===== src/rtl/qenc_pkg.sv =====
// Shared constants and helpers for the quadrature encoder counter.
// Latency: n/a (package of constants and pure functions).
// Backpressure: n/a.
package qenc_pkg;

    // PPR select codes
    localparam logic [3:0] PR_256  = 4'h0;
    localparam logic [3:0] PR_360  = 4'h4;
    localparam logic [3:0] PR_500  = 4'h8;
    localparam logic [3:0] PR_600  = 4'h9;
    localparam logic [3:0] PR_800  = 4'hC;
    localparam logic [3:0] PR_1024 = 4'hF;

    // Internal edge counter width: 4 edges per line, up to 1024 lines
    localparam int CNT_W = 12;

    // Classification of one A/B sample-to-sample transition
    typedef enum logic [1:0] {
        STEP_NONE = 2'd0,
        STEP_FWD  = 2'd1,
        STEP_REV  = 2'd2,
        STEP_ERR  = 2'd3
    } step_e;

    // Lines per revolution for a select code; unknown codes fall back to 1024
    function automatic logic [10:0] ppr_lookup(input logic [3:0] pr);
        logic [10:0] ppr;
        case (pr)
            PR_256:  ppr = 11'd256;
            PR_360:  ppr = 11'd360;
            PR_500:  ppr = 11'd500;
            PR_600:  ppr = 11'd600;
            PR_800:  ppr = 11'd800;
            default: ppr = 11'd1024;
        endcase
        return ppr;
    endfunction

    // Highest legal edge count (4*PPR-1) for a select code
    function automatic logic [CNT_W-1:0] count_max(input logic [3:0] pr);
        return CNT_W'((4 * int'(ppr_lookup(pr))) - 1);
    endfunction

    // Forward Gray order is 00 -> 01 -> 11 -> 10 -> 00 on {A,B}
    function automatic step_e decode_step(input logic [1:0] prev_ab, input logic [1:0] cur_ab);
        step_e s;
        s = STEP_NONE;
        if ((prev_ab ^ cur_ab) == 2'b11) begin
            s = STEP_ERR;
        end else if (prev_ab != cur_ab) begin
            case (prev_ab)
                2'b00:   s = (cur_ab == 2'b01) ? STEP_FWD : STEP_REV;
                2'b01:   s = (cur_ab == 2'b11) ? STEP_FWD : STEP_REV;
                2'b11:   s = (cur_ab == 2'b10) ? STEP_FWD : STEP_REV;
                default: s = (cur_ab == 2'b00) ? STEP_FWD : STEP_REV;
            endcase
        end
        return s;
    endfunction

endpackage


===== src/rtl/qenc_filter.sv =====
// Per-channel input conditioner: SYNC_STAGES-flop synchroniser, optional FILT_LEN glitch filter (QENC_GLITCH_FILTER_EN).
// Latency: SYNC_STAGES cycles, plus FILT_LEN cycles when the filter is built in.
// Backpressure: none; free-running sampler.
module qenc_filter #(
    parameter int SYNC_STAGES = 2,
    parameter int FILT_LEN    = 4
) (
    input  logic clk,
    input  logic rst_n,
    input  logic din,
    output logic dout
);

    // Reject nonsensical configurations at elaboration
    if (SYNC_STAGES < 2 || FILT_LEN < 1) begin : g_bad_param
        $error("qenc_filter: SYNC_STAGES must be >= 2 and FILT_LEN >= 1");
    end

    logic [SYNC_STAGES-1:0] sync_q, sync_d;
    logic                   synced;

    // Shift the asynchronous pin into the synchroniser chain
    always_comb begin
        sync_d = {sync_q[SYNC_STAGES-2:0], din};
    end

    // Synchroniser flops
    always_ff @(posedge clk or negedge rst_n) begin
        if (!rst_n) begin
            sync_q <= '0;
        end else begin
            sync_q <= sync_d;
        end
    end

    assign synced = sync_q[SYNC_STAGES-1];

`ifdef QENC_GLITCH_FILTER_EN
    localparam int CW = $clog2(FILT_LEN + 1);

    logic          filt_q, filt_d;
    logic [CW-1:0] cnt_q, cnt_d;

    // Count consecutive samples that disagree with the output; flip after FILT_LEN of them
    always_comb begin
        filt_d = filt_q;
        cnt_d  = '0;
        if (synced != filt_q) begin
            if (cnt_q == CW'(FILT_LEN - 1)) begin
                filt_d = synced;
            end else begin
                cnt_d = cnt_q + CW'(1);
            end
        end
    end

    // Filter state
    always_ff @(posedge clk or negedge rst_n) begin
        if (!rst_n) begin
            filt_q <= 1'b0;
            cnt_q  <= '0;
        end else begin
            filt_q <= filt_d;
            cnt_q  <= cnt_d;
        end
    end

    assign dout = filt_q;
`else
    assign dout = synced;
`endif

endmodule


===== src/rtl/quad_encoder_counter.sv =====
// Quadrature A/B/Z decoder: 4x edge counter with index homing, PPR wrap, direction and sticky error (QENC_GLITCH_FILTER_EN adds input filter).
// Latency: pin edge to Position/step is SYNC_STAGES+1 cycles (+FILT_LEN with the filter).
// Backpressure: none; every decoded edge is applied, step is a single-cycle pulse.
module quad_encoder_counter
    import qenc_pkg::*;
#(
    parameter int POS_W       = 10,
    parameter int SYNC_STAGES = 2,
    parameter int FILT_LEN    = 4
) (
    input  logic             clk,
    input  logic             reset,
    input  logic             enc_a,
    input  logic             enc_b,
    input  logic             enc_z,
    input  logic [3:0]       PR,
    input  logic             err_clr,
    output logic [POS_W-1:0] Position,
    output logic             dir,
    output logic             step,
    output logic             pos_valid,
    output logic             err
);

    logic a_s, b_s, z_s;

    qenc_filter #(.SYNC_STAGES(SYNC_STAGES), .FILT_LEN(FILT_LEN)) u_filt_a (
        .clk(clk), .rst_n(reset), .din(enc_a), .dout(a_s)
    );
    qenc_filter #(.SYNC_STAGES(SYNC_STAGES), .FILT_LEN(FILT_LEN)) u_filt_b (
        .clk(clk), .rst_n(reset), .din(enc_b), .dout(b_s)
    );
    qenc_filter #(.SYNC_STAGES(SYNC_STAGES), .FILT_LEN(FILT_LEN)) u_filt_z (
        .clk(clk), .rst_n(reset), .din(enc_z), .dout(z_s)
    );

    logic [CNT_W-1:0] count_q, count_d;
    logic [1:0]       prev_ab_q, prev_ab_d;
    logic [3:0]       pr_q, pr_d;
    logic             init_q, init_d;
    logic             z_prev_q, z_prev_d;
    logic             dir_q, dir_d;
    logic             step_q, step_d;
    logic             pos_valid_q, pos_valid_d;
    logic             err_q, err_d;

    logic [1:0]       ab;
    logic [CNT_W-1:0] cnt_max;
    logic             pr_change;
    logic             index_hit;
    step_e            st;

    assign ab = {a_s, b_s};

    // Decode the transition and resolve PR change > index > step priority
    always_comb begin
        init_d      = 1'b0;
        prev_ab_d   = ab;
        z_prev_d    = z_s;
        pr_d        = PR;
        count_d     = count_q;
        dir_d       = dir_q;
        step_d      = 1'b0;
        pos_valid_d = pos_valid_q;
        err_d       = err_q;

        cnt_max   = count_max(pr_q);
        pr_change = (PR != pr_q);
        index_hit = z_s && !z_prev_q && (ab == 2'b11);
        st        = decode_step(prev_ab_q, ab);

        if (err_clr) begin
            err_d = 1'b0;
        end

        if (pr_change) begin
            count_d     = '0;
            pos_valid_d = 1'b0;
        end

        // The first sample after reset only seeds prev_ab
        if (!init_q) begin
            if (st == STEP_ERR) begin
                err_d = 1'b1;
            end
            if (!pr_change) begin
                if (index_hit) begin
                    count_d     = '0;
                    pos_valid_d = 1'b1;
                end else if (st == STEP_FWD) begin
                    count_d = (count_q == cnt_max) ? '0 : count_q + CNT_W'(1);
                    dir_d   = 1'b1;
                    step_d  = 1'b1;
                end else if (st == STEP_REV) begin
                    count_d = (count_q == '0) ? cnt_max : count_q - CNT_W'(1);
                    dir_d   = 1'b0;
                    step_d  = 1'b1;
                end
            end
        end
    end

    // Decoder and counter state
    always_ff @(posedge clk or negedge reset) begin
        if (!reset) begin
            count_q     <= '0;
            prev_ab_q   <= 2'b00;
            pr_q        <= 4'h0;
            init_q      <= 1'b1;
            z_prev_q    <= 1'b0;
            dir_q       <= 1'b0;
            step_q      <= 1'b0;
            pos_valid_q <= 1'b0;
            err_q       <= 1'b0;
        end else begin
            count_q     <= count_d;
            prev_ab_q   <= prev_ab_d;
            pr_q        <= pr_d;
            init_q      <= init_d;
            z_prev_q    <= z_prev_d;
            dir_q       <= dir_d;
            step_q      <= step_d;
            pos_valid_q <= pos_valid_d;
            err_q       <= err_d;
        end
    end

    assign Position  = POS_W'(count_q[CNT_W-1:2]);
    assign dir       = dir_q;
    assign step      = step_q;
    assign pos_valid = pos_valid_q;
    assign err       = err_q;

endmodule


===== config.mk =====
export PLATFORM = sky130hd
export DESIGN_NAME = quad_encoder_counter
export DESIGN_NICKNAME = d
export VERILOG_FILES = /design/src/rtl/qenc_pkg.sv /design/src/rtl/qenc_filter.sv /design/src/rtl/quad_encoder_counter.sv
export SDC_FILE = /design/constraint.sdc
export NUM_CORES = 1
export LEC_CHECK = 0
export CAP_MARGIN = 15
export CORE_ASPECT_RATIO = 0.5
export CORE_MARGIN = 4
export CORE_UTILIZATION = 35
export CTS_CLUSTER_SIZE = 40
export DETAILED_ROUTE_END_ITERATION = 7
export DONT_BUFFER_PORTS = 1
export SKIP_LAST_GASP = 1
export SYNTH_ARGS = -nofsm -noshare
export SYNTH_HDL_FRONTEND = slang
export SYNTH_HIERARCHICAL = 1
export SYNTH_SLANG_ARGS = --single-unit

===== constraint.sdc =====
create_clock -name clk -period 2.8 [get_ports clk]
set_input_delay 0.14 -clock clk [delete_from_list [all_inputs] [get_ports clk]]
set_output_delay 0.14 -clock clk [all_outputs]
set_load 0.05 [all_outputs]

# Word-level counts from Yosys, hierarchy flattened

Cells that the tools add are included.

Add/sub/neg operators: 3
Multipliers: 0
Divide/modulo/power cells: 0
Order comparisons: 0
Equal/unequal tests: 16
Shift operators: 0
Mux-type cells: 30
Bitwise logic cells: 4
Reductions and logical operators: 9

Operators by type and width:

| cell                                                                 | count |
|---|---|
| 12-bit two-way mux                                                   | 8 |
| 10-bit case mux with 5 select lines                                  | 1 |
| 12-bit by 1-bit subtractor with 12-bit output, second input constant | 2 |
| 1-bit two-way mux                                                    | 14 |
| 12-bit by 1-bit adder with 12-bit output, second input constant      | 1 |
| 12-bit == test                                                       | 1 |
| 2-bit == test, second input constant                                 | 6 |
| 4-bit == test, second input constant                                 | 3 |
| 12-bit zero test                                                     | 1 |
| 2-bit two-way mux                                                    | 6 |
| 2-bit by 1-bit == test with 1-bit output, second input constant      | 3 |
| 2-bit case mux with 3 select lines                                   | 1 |
| 4-bit by 3-bit == test with 1-bit output, second input constant      | 1 |
| 2-bit zero test                                                      | 2 |
| 4-bit zero test                                                      | 1 |
| 4-bit inequality test                                                | 1 |
| 4-bit AND reduction                                                  | 1 |
| 1-bit inverter                                                       | 3 |
| 1-bit logical AND                                                    | 2 |
| 2-bit inequality test                                                | 1 |
| 2-bit nonzero test                                                   | 1 |
| 2-bit XOR                                                            | 1 |
| 1-bit zero test                                                      | 1 |

Bits in registers: 30
Bits in latches: 0
RAM bits: 0
Bits in read-only memories: 0
Logic and storage cells: 74
Memories: 0

# Depth between registers and ports, before layout

Gate-level depths: netlist of run 1.

Word-level depth: 11
Depth in mapped cells: 14
Depth with buffers taken out: 11

# By module

The synthesis of run 1 kept the hierarchy.

By module, submodules not included:

| module               | instances | cells an instance | area each (um^2) |
|---|---|---|---|
| quad_encoder_counter | 1         | 283               | 2334.7 |
| qenc_filter          | 3         | 2                 | 50.0 |

# Worst setup path before layout of run 1

Ideal clock, no wire load.

Path type: register -> register
Start: register pr_q[0]
End: register count_q[0]
Library setup time: 0.122 ns
Arrival: 2.761 ns
Data required time: 2.678 ns
Slack: -0.083 ns
Stages on the path, launching flop included: 14
Buffers on the path: 2
Clock period less this slack: 2.883 ns
Cell sequence: dfrtp_1 buf_2 nor3b_1 a21oi_1 or2_2 ha_1 xnor2_1 a211oi_1 o311ai_1 a2111oi_2 and3_1 buf_2 o21ai_1 a32o_1

Cells in the longest elaborated chain, start to end: 9
Elaborated cells on any way between the ends: 16
Those cells by class: add/sub: 1; eq/ne: 6; mux: 8; reduce/logical: 1

RTL lines:

| what                                          | RTL line                    | source |
|---|---|---|
| start: declaration                            | quad_encoder_counter.sv:39  | `logic [3:0] pr_q, pr_d;` |
| start signal: assignment                      | quad_encoder_counter.sv:118 | `pr_q <= pr_d;` |
| 4-bit == test, or another cell as far along   | qenc_pkg.sv:28              | `case (pr)` |
| 10-bit case mux with 5 select lines           | qenc_pkg.sv:28              |  |
| 12-bit by 1-bit subtractor with 12-bit output | qenc_pkg.sv:41              | `return CNT_W'((4 * int'(ppr_lookup(pr))) - 1);` |
| 12-bit == test                                | quad_encoder_counter.sv:91  | `count_d = (count_q == cnt_max) ? '0 : count_q + CNT_W'(1);` |
| 12-bit two-way mux                            | quad_encoder_counter.sv:91  |  |
| 12-bit two-way mux                            | quad_encoder_counter.sv:90  | `end else if (st == STEP_FWD) begin` |
| 12-bit two-way mux                            | quad_encoder_counter.sv:87  | `if (index_hit) begin` |
| 12-bit two-way mux                            | quad_encoder_counter.sv:86  | `if (!pr_change) begin` |
| 12-bit two-way mux *                          | quad_encoder_counter.sv:82  | `if (!init_q) begin` |
| net count_d[0]                                | quad_encoder_counter.sv:37  | `logic [CNT_W-1:0] count_q, count_d;` |
| end signal: assignment                        | quad_encoder_counter.sv:116 | `count_q <= count_d;` |
| end: declaration                              | quad_encoder_counter.sv:37  |  |

Mark *: on every way through the listed nets, which the timed path passes. The rest lies on a longest branch.
A chain may end at the register's enable or synchronous reset.

# Final worst setup path of run 1

Start: register pr_q[3]
End: register count_q[7]

Cells in the longest elaborated chain, start to end: 9
Elaborated cells on any way between the ends: 17
Those cells by class: add/sub: 1; eq/ne: 6; mux: 9; reduce/logical: 1

RTL lines:

| what                                                 | RTL line |
|---|---|
| 4-bit == test, or another cell as far along          | qenc_pkg.sv:28 |
| 10-bit case mux with 5 select lines                  | qenc_pkg.sv:28 |
| 12-bit by 1-bit subtractor with 12-bit output        | qenc_pkg.sv:41 |
| 12-bit == test or 12-bit two-way mux (tied branches) | quad_encoder_counter.sv:91, quad_encoder_counter.sv:95 |
| 12-bit two-way mux (on tied branches)                | quad_encoder_counter.sv:91, quad_encoder_counter.sv:94 |
| 12-bit two-way mux                                   | quad_encoder_counter.sv:90 |
| 12-bit two-way mux                                   | quad_encoder_counter.sv:87 |
| 12-bit two-way mux                                   | quad_encoder_counter.sv:86 |
| 12-bit two-way mux *                                 | quad_encoder_counter.sv:82 |
| net count_d[7]                                       | quad_encoder_counter.sv:37 |

Marks and branches as above.

==> qor.txt, run 1 <==
number of violations reported at the end of detailed-routing iteration 0: 168
unrepaired setup endpoints after global routing: yes
all-layer global routing usage: 16.68%
Multi-input gate area: 1543 µm²
Post-Synthesis Net Count: 306
met1 Track Usage GR: 21.58%
wire length per cell: 17.10 µm
number of placement rows: 21
number of remaining DRC errors: 0
DRT antenna net count: 0
DRT Wirelength: 6.807 mm
number of enable flip-flop cells after synthesis: 0
via count of the first global-routing pass: 2256
CTS H-tree lvls: 2
buffering stage count on the worst path with inverters included: 0
measured slew at the worst slew-check pin: 0.5438 ns
run status: finished, final reports clean
setup total negative slack: 0 ns
layout net count: 322
headroom to the max-slew limit: 63.44%
half-perimeter wire length of the detailed placement result: 4.933 mm
Avg Inst Size Synth: 8.598 µm²
first-pass iteration count of the detailed router: 4
Port Buffers: 0
launching element type of the critical path: flip-flop
gpl congestion: 0.9506
Slowest-stage cell, CP: sky130_fd_sc_hd__dfrtp_1
share of flip-flops with an asynchronous set or reset: 100.0%
Worst IR Drop VDD: 251.0 µV
insertion delay to the later sink of the worst-skew pair: 0.28 ns
largest net degree at the start of global routing: 31
horizontal die dimension: 127.2 µm
Final setup viols: 0
gate count of the mapped netlist: 289
post-route cell area: 3004 µm²
number of buffers created by CTS: 5
count of final hold-check violations: 0
data required time at the worst endpoint: 2.97 ns
Worst Setup Path Type: flip-flop to flip-flop
Crit Path Max Fanout: 5
Diodes inserted: 0
clock input transition at the sequential cells of the worst setup and hold paths: 0.06 ns
Power per Cell Area: 499.7 nW/µm²
Crit path arrival time: 2.95 ns
final worst-path cycle share: 99.35%
share of the synthesized area in the top cell type: 29.20%
Hold Path Class: primary input to asynchronous set/reset pin
sequence of cells on the critical path: nor3b_2 -> a21oi_2 -> or2_4 -> ha_4 -> xnor2_2 -> a211oi_2 -> o311ai_1 -> a2111oi_2 -> nand3_2 -> a32o_1 -> a31o_1
top cells by area in the synthesized netlist: sky130_fd_sc_hd__dfrtp_1, sky130_fd_sc_hd__buf_4, sky130_fd_sc_hd__nor2_1
share of layout cells above drive strength 1: 23.20%
layer carrying the most global-route usage: met2
cell taking the most area after synthesis: sky130_fd_sc_hd__dfrtp_1
Worst path max stage delay: 0.42 ns
largest buffer count on any clock path: 2
leakage power: 1.260 nW
Seq. cell area: 752.0 µm²
max-slew violations: 0
TritonCTS clock tree: done
initial cell density of the core: 36.66%
FF+latch count, synth: 30
kind of capture point of the worst setup path: flip-flop
first-pass GRT wire length: 11.37 mm
Synthesis Warnings: 6
met2 GRT Util: 27.83%
number of vias per cell: 5.789
Max Cap Viol: 0
Die ar.: 8593 µm²
core outline area: 6779 µm²
final worst clock skew: 0.008162 ns
met3 layer usage reported by global route: 3.555%
root buffer cell: sky130_fd_sc_hd__clkbuf_16
share of synthesized area occupied by flip-flops and latches: 30.26%
I/O pin count: 24
peak clock frequency supported by timing: 359.5 MHz
cell family with the largest share of critical-path delay: compound AO/OA/AOI/OAI gates
placed inst area: 2624 µm²
Die Span Y: 67.58 µm
overflow left after global routing: 0
fillers: 649
final critical path time including I/O delays and setup: 2.782 ns
count of vias placed by the detailed router: 2304
number of distinct library cells after synthesis: 61
Worst Hold Margin: 0.2942 ns
final core area utilization: 44.32%
number of sinks on the clock net: 30
initial antenna violation count: 0
top_reg_cell synth: sky130_fd_sc_hd__dfrtp_1
mapped cell area: 2485 µm²
synthesis-to-layout area growth: 20.90%
[layout make-up]
type                       count  share of cell area [%]
sequential                    30                   25.03
inverter                      12                   1.499
clock buffer                   6                   4.623
clock inverter                 2                   1.999
tap                           92                   3.832
multi-input combinational    214                   51.35
timing repair buffer          42                   11.66
[sequential cells by signal, indices dropped and copies added (netlist names)]
| name | flops |
|---|---|
| count_q | 12 |
| dir | 1 |
| err | 1 |
| init_q | 1 |
| pos_valid | 1 |
| pr_q | 4 |
| prev_ab_q | 2 |
| step | 1 |
| u_filt_a/sync_q | 2 |
| u_filt_b/sync_q | 2 |
| u_filt_z/sync_q | 2 |
| z_prev_q | 1 |
[worst register-to-register path, stage by stage, from the launching register on]
cell and delay [ns]:
sky130_fd_sc_hd__dfrtp_1 0.42, sky130_fd_sc_hd__nor3b_2 0.22, sky130_fd_sc_hd__a21oi_2 0.05, sky130_fd_sc_hd__or2_4 0.23, sky130_fd_sc_hd__ha_4 0.22, sky130_fd_sc_hd__xnor2_2 0.13
sky130_fd_sc_hd__a211oi_2 0.20, sky130_fd_sc_hd__o311ai_1 0.15, sky130_fd_sc_hd__a2111oi_2 0.33, sky130_fd_sc_hd__nand3_2 0.21, sky130_fd_sc_hd__a32o_1 0.31, sky130_fd_sc_hd__a31o_1 0.19
[report_power, final]
part | internal (mW) | switching, mW
Combinational | 0.115 | 0.151
Sequential | 0.452 | 0.0359
Clock | 0.534 | 0.213
Total | 1.10 | 0.400
[kinds of logic (layout without fill, tap and decap cells)]
logic type | count (synthesis) | in the layout | synth area share [%]
muxes | 7 | 7 | 2.920
xor gates and xnor gates | 13 | 13 | 4.582
and+or+nand+nor | 99 | 99 | 23.31
DFF | 30 | 30 | 30.26
other | 1 | 1 | 0.1509
buffers and inverters | 45 | 62 | 10.22
AOI/OAI and AO/OA | 87 | 87 | 25.03
adders and majority gates | 7 | 7 | 3.525
[synthesized netlist by cell type, drive strengths merged, types with 2 or more instances]
| cell type | n |
|---|---|
| dfrtp | 29 |
| buf | 26 |
| nor2 | 25 |
| nand2 | 18 |
| a21oi | 17 |
| o21ai | 14 |
| inv | 12 |
| nand3 | 12 |
| nor3 | 12 |
| o31ai | 8 |
| xor2 | 8 |
| clkbuf | 7 |
| ha | 7 |
| a31oi | 6 |
| a31o | 5 |
| and2 | 5 |
| mux2i | 5 |
| nand4 | 5 |
| xnor2 | 5 |
| a22o | 4 |
| nand2b | 4 |
| nor3b | 4 |
| o21a | 4 |
| o2bb2ai | 4 |
| a32o | 3 |
| a32oi | 3 |
| nor2b | 3 |
| o311ai | 3 |
| a211oi | 2 |
| and2b | 2 |
| mux2 | 2 |
| nand4b | 2 |
| o211ai | 2 |
| o22ai | 2 |
| o32ai | 2 |
| or2 | 2 |
| or3 | 2 |
[layout by cell type, fill, tap and decap left out, drive strengths merged, types with 3 or more instances in the layout]
cell type	instances
a32oi	3
ha	7
dlygate4sd3	9
nor3	12
o21a	4
and2	5
a22o	4
nand3	12
o31ai	8
nand2	18
xnor2	5
a31o	5
a32o	3
inv	12
buf	33
o21ai	14
dfrtp	29
o311ai	3
o2bb2ai	4
a21oi	17
nand2b	4
xor2	8
nor2b	3
clkbuf	6
nor3b	4
nor2	25
nand4	5
a31oi	6
mux2i	5
[repair_timing]
action | CTS | global route
hold endpoints to repair | 38 | 0
gates resized for setup | 7 | 6
hold buffers | 10 | 0
setup endpoints to repair | 9 | 10
setup buffers | 1 | 0
pin swaps | 1 | 6
[metal layers]
metal  wire length, µm  vias to the layer above  part of all wire [%]
li1                  -                     1073                     -
met1              3051                     1144                    45
met2              3256                       76                    48
met3               408                       11                   6.0
met4                91                        0                   1.3
met5                 0                        -                     0
[stage by stage]
stage	power, mW	cells	setup slack [ns]
final	1.501	398	0.01812
after CTS	1.506	398	0.02870
after detailed placement	0.7261	379	-0.08530
after global placement	0.7243	379	-0.01056
after floorplan	0.6633	289	0.007893
after global routing	1.567	398	-0.08660
[final timing paths]
| path | start | cells after the start | endpoint | slack [ns] |
|---|---|---|---|---|
| hold reg to reg | u_filt_z/sync_q[0] | 0 | u_filt_z/sync_q[1] | 0.34 |
| setup reg to reg | pr_q[3] | 11 | count_q[7] | 0.02 |
| setup / recovery | pr_q[3] | 11 | count_q[7] | 0.02 |
| hold / removal | reset | 2 | count_q[5] | 0.29 |
| max in group asynchronous | reset | 2 | init_q | 2.27 |
| min in group clk | u_filt_z/sync_q[0] | 0 | u_filt_z/sync_q[1] | 0.34 |
(Power assumes the default switching activity.)
==> run 2: changes to the inputs <==
- clock period: 2.8 -> 3.3 ns (I/O delays scaled with it)
==> qor.txt, run 2 (synthesized netlist as in run 1, its figures left out) <==
count of final hold-check violations: 0
Crit path arrival time: 3.22 ns
number of placement rows: 21
initial antenna violation count: 0
TritonCTS clock tree: done
number of buffers created by CTS: 5
number of vias per cell: 5.862
I/O pin count: 24
DRT Wirelength: 6.862 mm
setup fix buffers added after clock tree synthesis: 0
launching element type of the critical path: flip-flop
post-route cell area: 2788 µm²
initial cell density of the core: 36.66%
count of vias placed by the detailed router: 2251
number of cells in the design after placement: 366
wire length per cell: 17.87 µm
total net switching power: 0.3266 mW
Port Buffers: 0
all-layer global routing usage: 16.60%
largest buffer count on any clock path: 2
most used cells in the layout excluding fill and tap cells: sky130_fd_sc_hd__dfrtp_1, sky130_fd_sc_hd__nor2_1, sky130_fd_sc_hd__nand2_1, sky130_fd_sc_hd__buf_4, sky130_fd_sc_hd__a21oi_1
Crit Path Max Fanout: 7
overall power consumption: 1.091 mW
unrepaired setup endpoints after global routing: no
first-pass iteration count of the detailed router: 5
horizontal die dimension: 127.2 µm
Final setup viols: 0
share of total power in the clock network: 43.0%
final worst clock skew: 0.006027 ns
most common cell after layout, fill and taps aside: sky130_fd_sc_hd__dfrtp_1
max-slew violations: 0
core outline area: 6779 µm²
largest net degree at the start of global routing: 31
clock input transition at the sequential cells of the worst setup and hold paths: 0.06 ns
register with the most flip-flops: count_q
internal cell power: 0.7645 mW
measured slew at the worst slew-check pin: 0.7733 ns
Max Cap Viol: 0
number of cells on the worst reg-to-reg path: 11
data required time at the worst endpoint: 3.46 ns
number of sinks on the clock net: 30
final critical path time including I/O delays and setup: 3.061 ns
via count of the first global-routing pass: 2209
setup total negative slack: 0 ns
Largest regs: count_q: 12 flops, pr_q: 4 flops
worst setup timing slack at the placement stage: 0.2940 ns
Setup WS post-layout: 0.2387 ns
Die ar.: 8593 µm²
Seq. cell area: 752.0 µm²
capture instance of the worst register-to-register path: count_q[1]
DRT antenna net count: 0
share of layout cells above drive strength 1: 16.10%
root buffer cell: sky130_fd_sc_hd__clkbuf_16
Comb pwr share: 19.0%
overflow left after global routing: 0
Worst Hold Path Cells: 3
Worst Hold Margin: 0.3013 ns
number of violations reported at the end of detailed-routing iteration 0: 208
final cell count without fillers: 384
reg-to-reg slack, setup: 0.24 ns
run status: finished, final reports clean
Worst Setup Path Type: flip-flop to flip-flop
Multi-input gate area: 1479 µm²
Die Span Y: 67.58 µm
post_cts resized: 0
terminating pin of the worst hold path: pos_valid
CTS H-tree lvls: 2
number of remaining DRC errors: 0
fillers: 671
final worst-path cycle share: 92.77%
reg2reg start: pr_q[3]
final core area utilization: 41.12%
Hold Path Class: primary input to flip-flop
peak clock frequency supported by timing: 326.7 MHz
startpoint of the lowest-slack hold path: PR[1]
share of total power consumed by net switching: 29.93%
Diodes inserted: 0
gpl congestion: 0.9596
first-pass GRT wire length: 11.34 mm
half-perimeter wire length of the detailed placement result: 4.898 mm
share of total power in sequential cells: 38.0%
kind of capture point of the worst setup path: flip-flop
Power per Cell Area: 391.4 nW/µm²
headroom to the max-slew limit: 48.02%
Worst IR Drop VDD: 253.1 µV
insertion delay to the later sink of the worst-skew pair: 0.28 ns
placed inst area: 2526 µm²
leakage power: 1.152 nW
layout net count: 308
flip-flop count of the largest register after layout: 12
synthesis-to-layout area growth: 12.19%
==> run 2: power groups by stage <==
| stage | Sequential [mW] | Combinational [mW] | Clock, mW |
|---|---|---|---|
| floorplan | 0.416 | 0.146 | 0 |
| global placement | 0.421 | 0.184 | 0 |
| detailed placement | 0.422 | 0.185 | 0 |
| CTS | 0.415 | 0.204 | 0.478 |
| global route | 0.417 | 0.227 | 0.493 |
| finish | 0.415 | 0.207 | 0.469 |
==> run 2: what timing repair did <==
action	in CTS	in global routing
setup endpoints to repair	0	0
hold buffers	10	0
endpoints found under the hold margin	38	0
==> run 2: worst max path at each step <==
stage / startpoint / endpoint / slack [ns]
floorplan: pr_q[0] / count_q[0] / 0.42
global placement: pr_q[2] / count_q[7] / 0.38
detailed placement: pr_q[3] / count_q[9] / 0.29
CTS: pr_q[3] / count_q[9] / 0.25
global route: pr_q[3] / count_q[9] / 0.0005
finish: pr_q[3] / count_q[1] / 0.24
==> run 2: critical path, stage by stage (launching register included) <==
cell                        delay [ns]
sky130_fd_sc_hd__dfrtp_1          0.44
sky130_fd_sc_hd__nor2b_1          0.21
sky130_fd_sc_hd__a21oi_1          0.08
sky130_fd_sc_hd__or2_2            0.28
sky130_fd_sc_hd__ha_1             0.31
sky130_fd_sc_hd__xnor2_1          0.13
sky130_fd_sc_hd__a211oi_1         0.17
sky130_fd_sc_hd__o311ai_1         0.15
sky130_fd_sc_hd__a2111oi_2        0.35
sky130_fd_sc_hd__and3_1           0.39
sky130_fd_sc_hd__nor2_1           0.14
sky130_fd_sc_hd__a31o_2           0.28
==> run 2: per-layer routing <==
layer	share of wire, %	vias to the layer above	global-route usage (%)
li1	-	1049	-
met1	44	1099	21.69
met2	47	95	28.42
met3	7.6	8	3.002
met4	1.5	0	5.080
met5	0	-	0
==> run 2: area by class of cell <==
cell class                      instances  area share, %
Inverter                               12          1.616
Clock inverter                          2         0.4488
Timing Repair Buffer                   28          8.797
Clock buffer                            6          4.982
Sequential cell                        30          26.97
Multi-Input combinational cell        214          53.05
Tap cell                               92          4.129
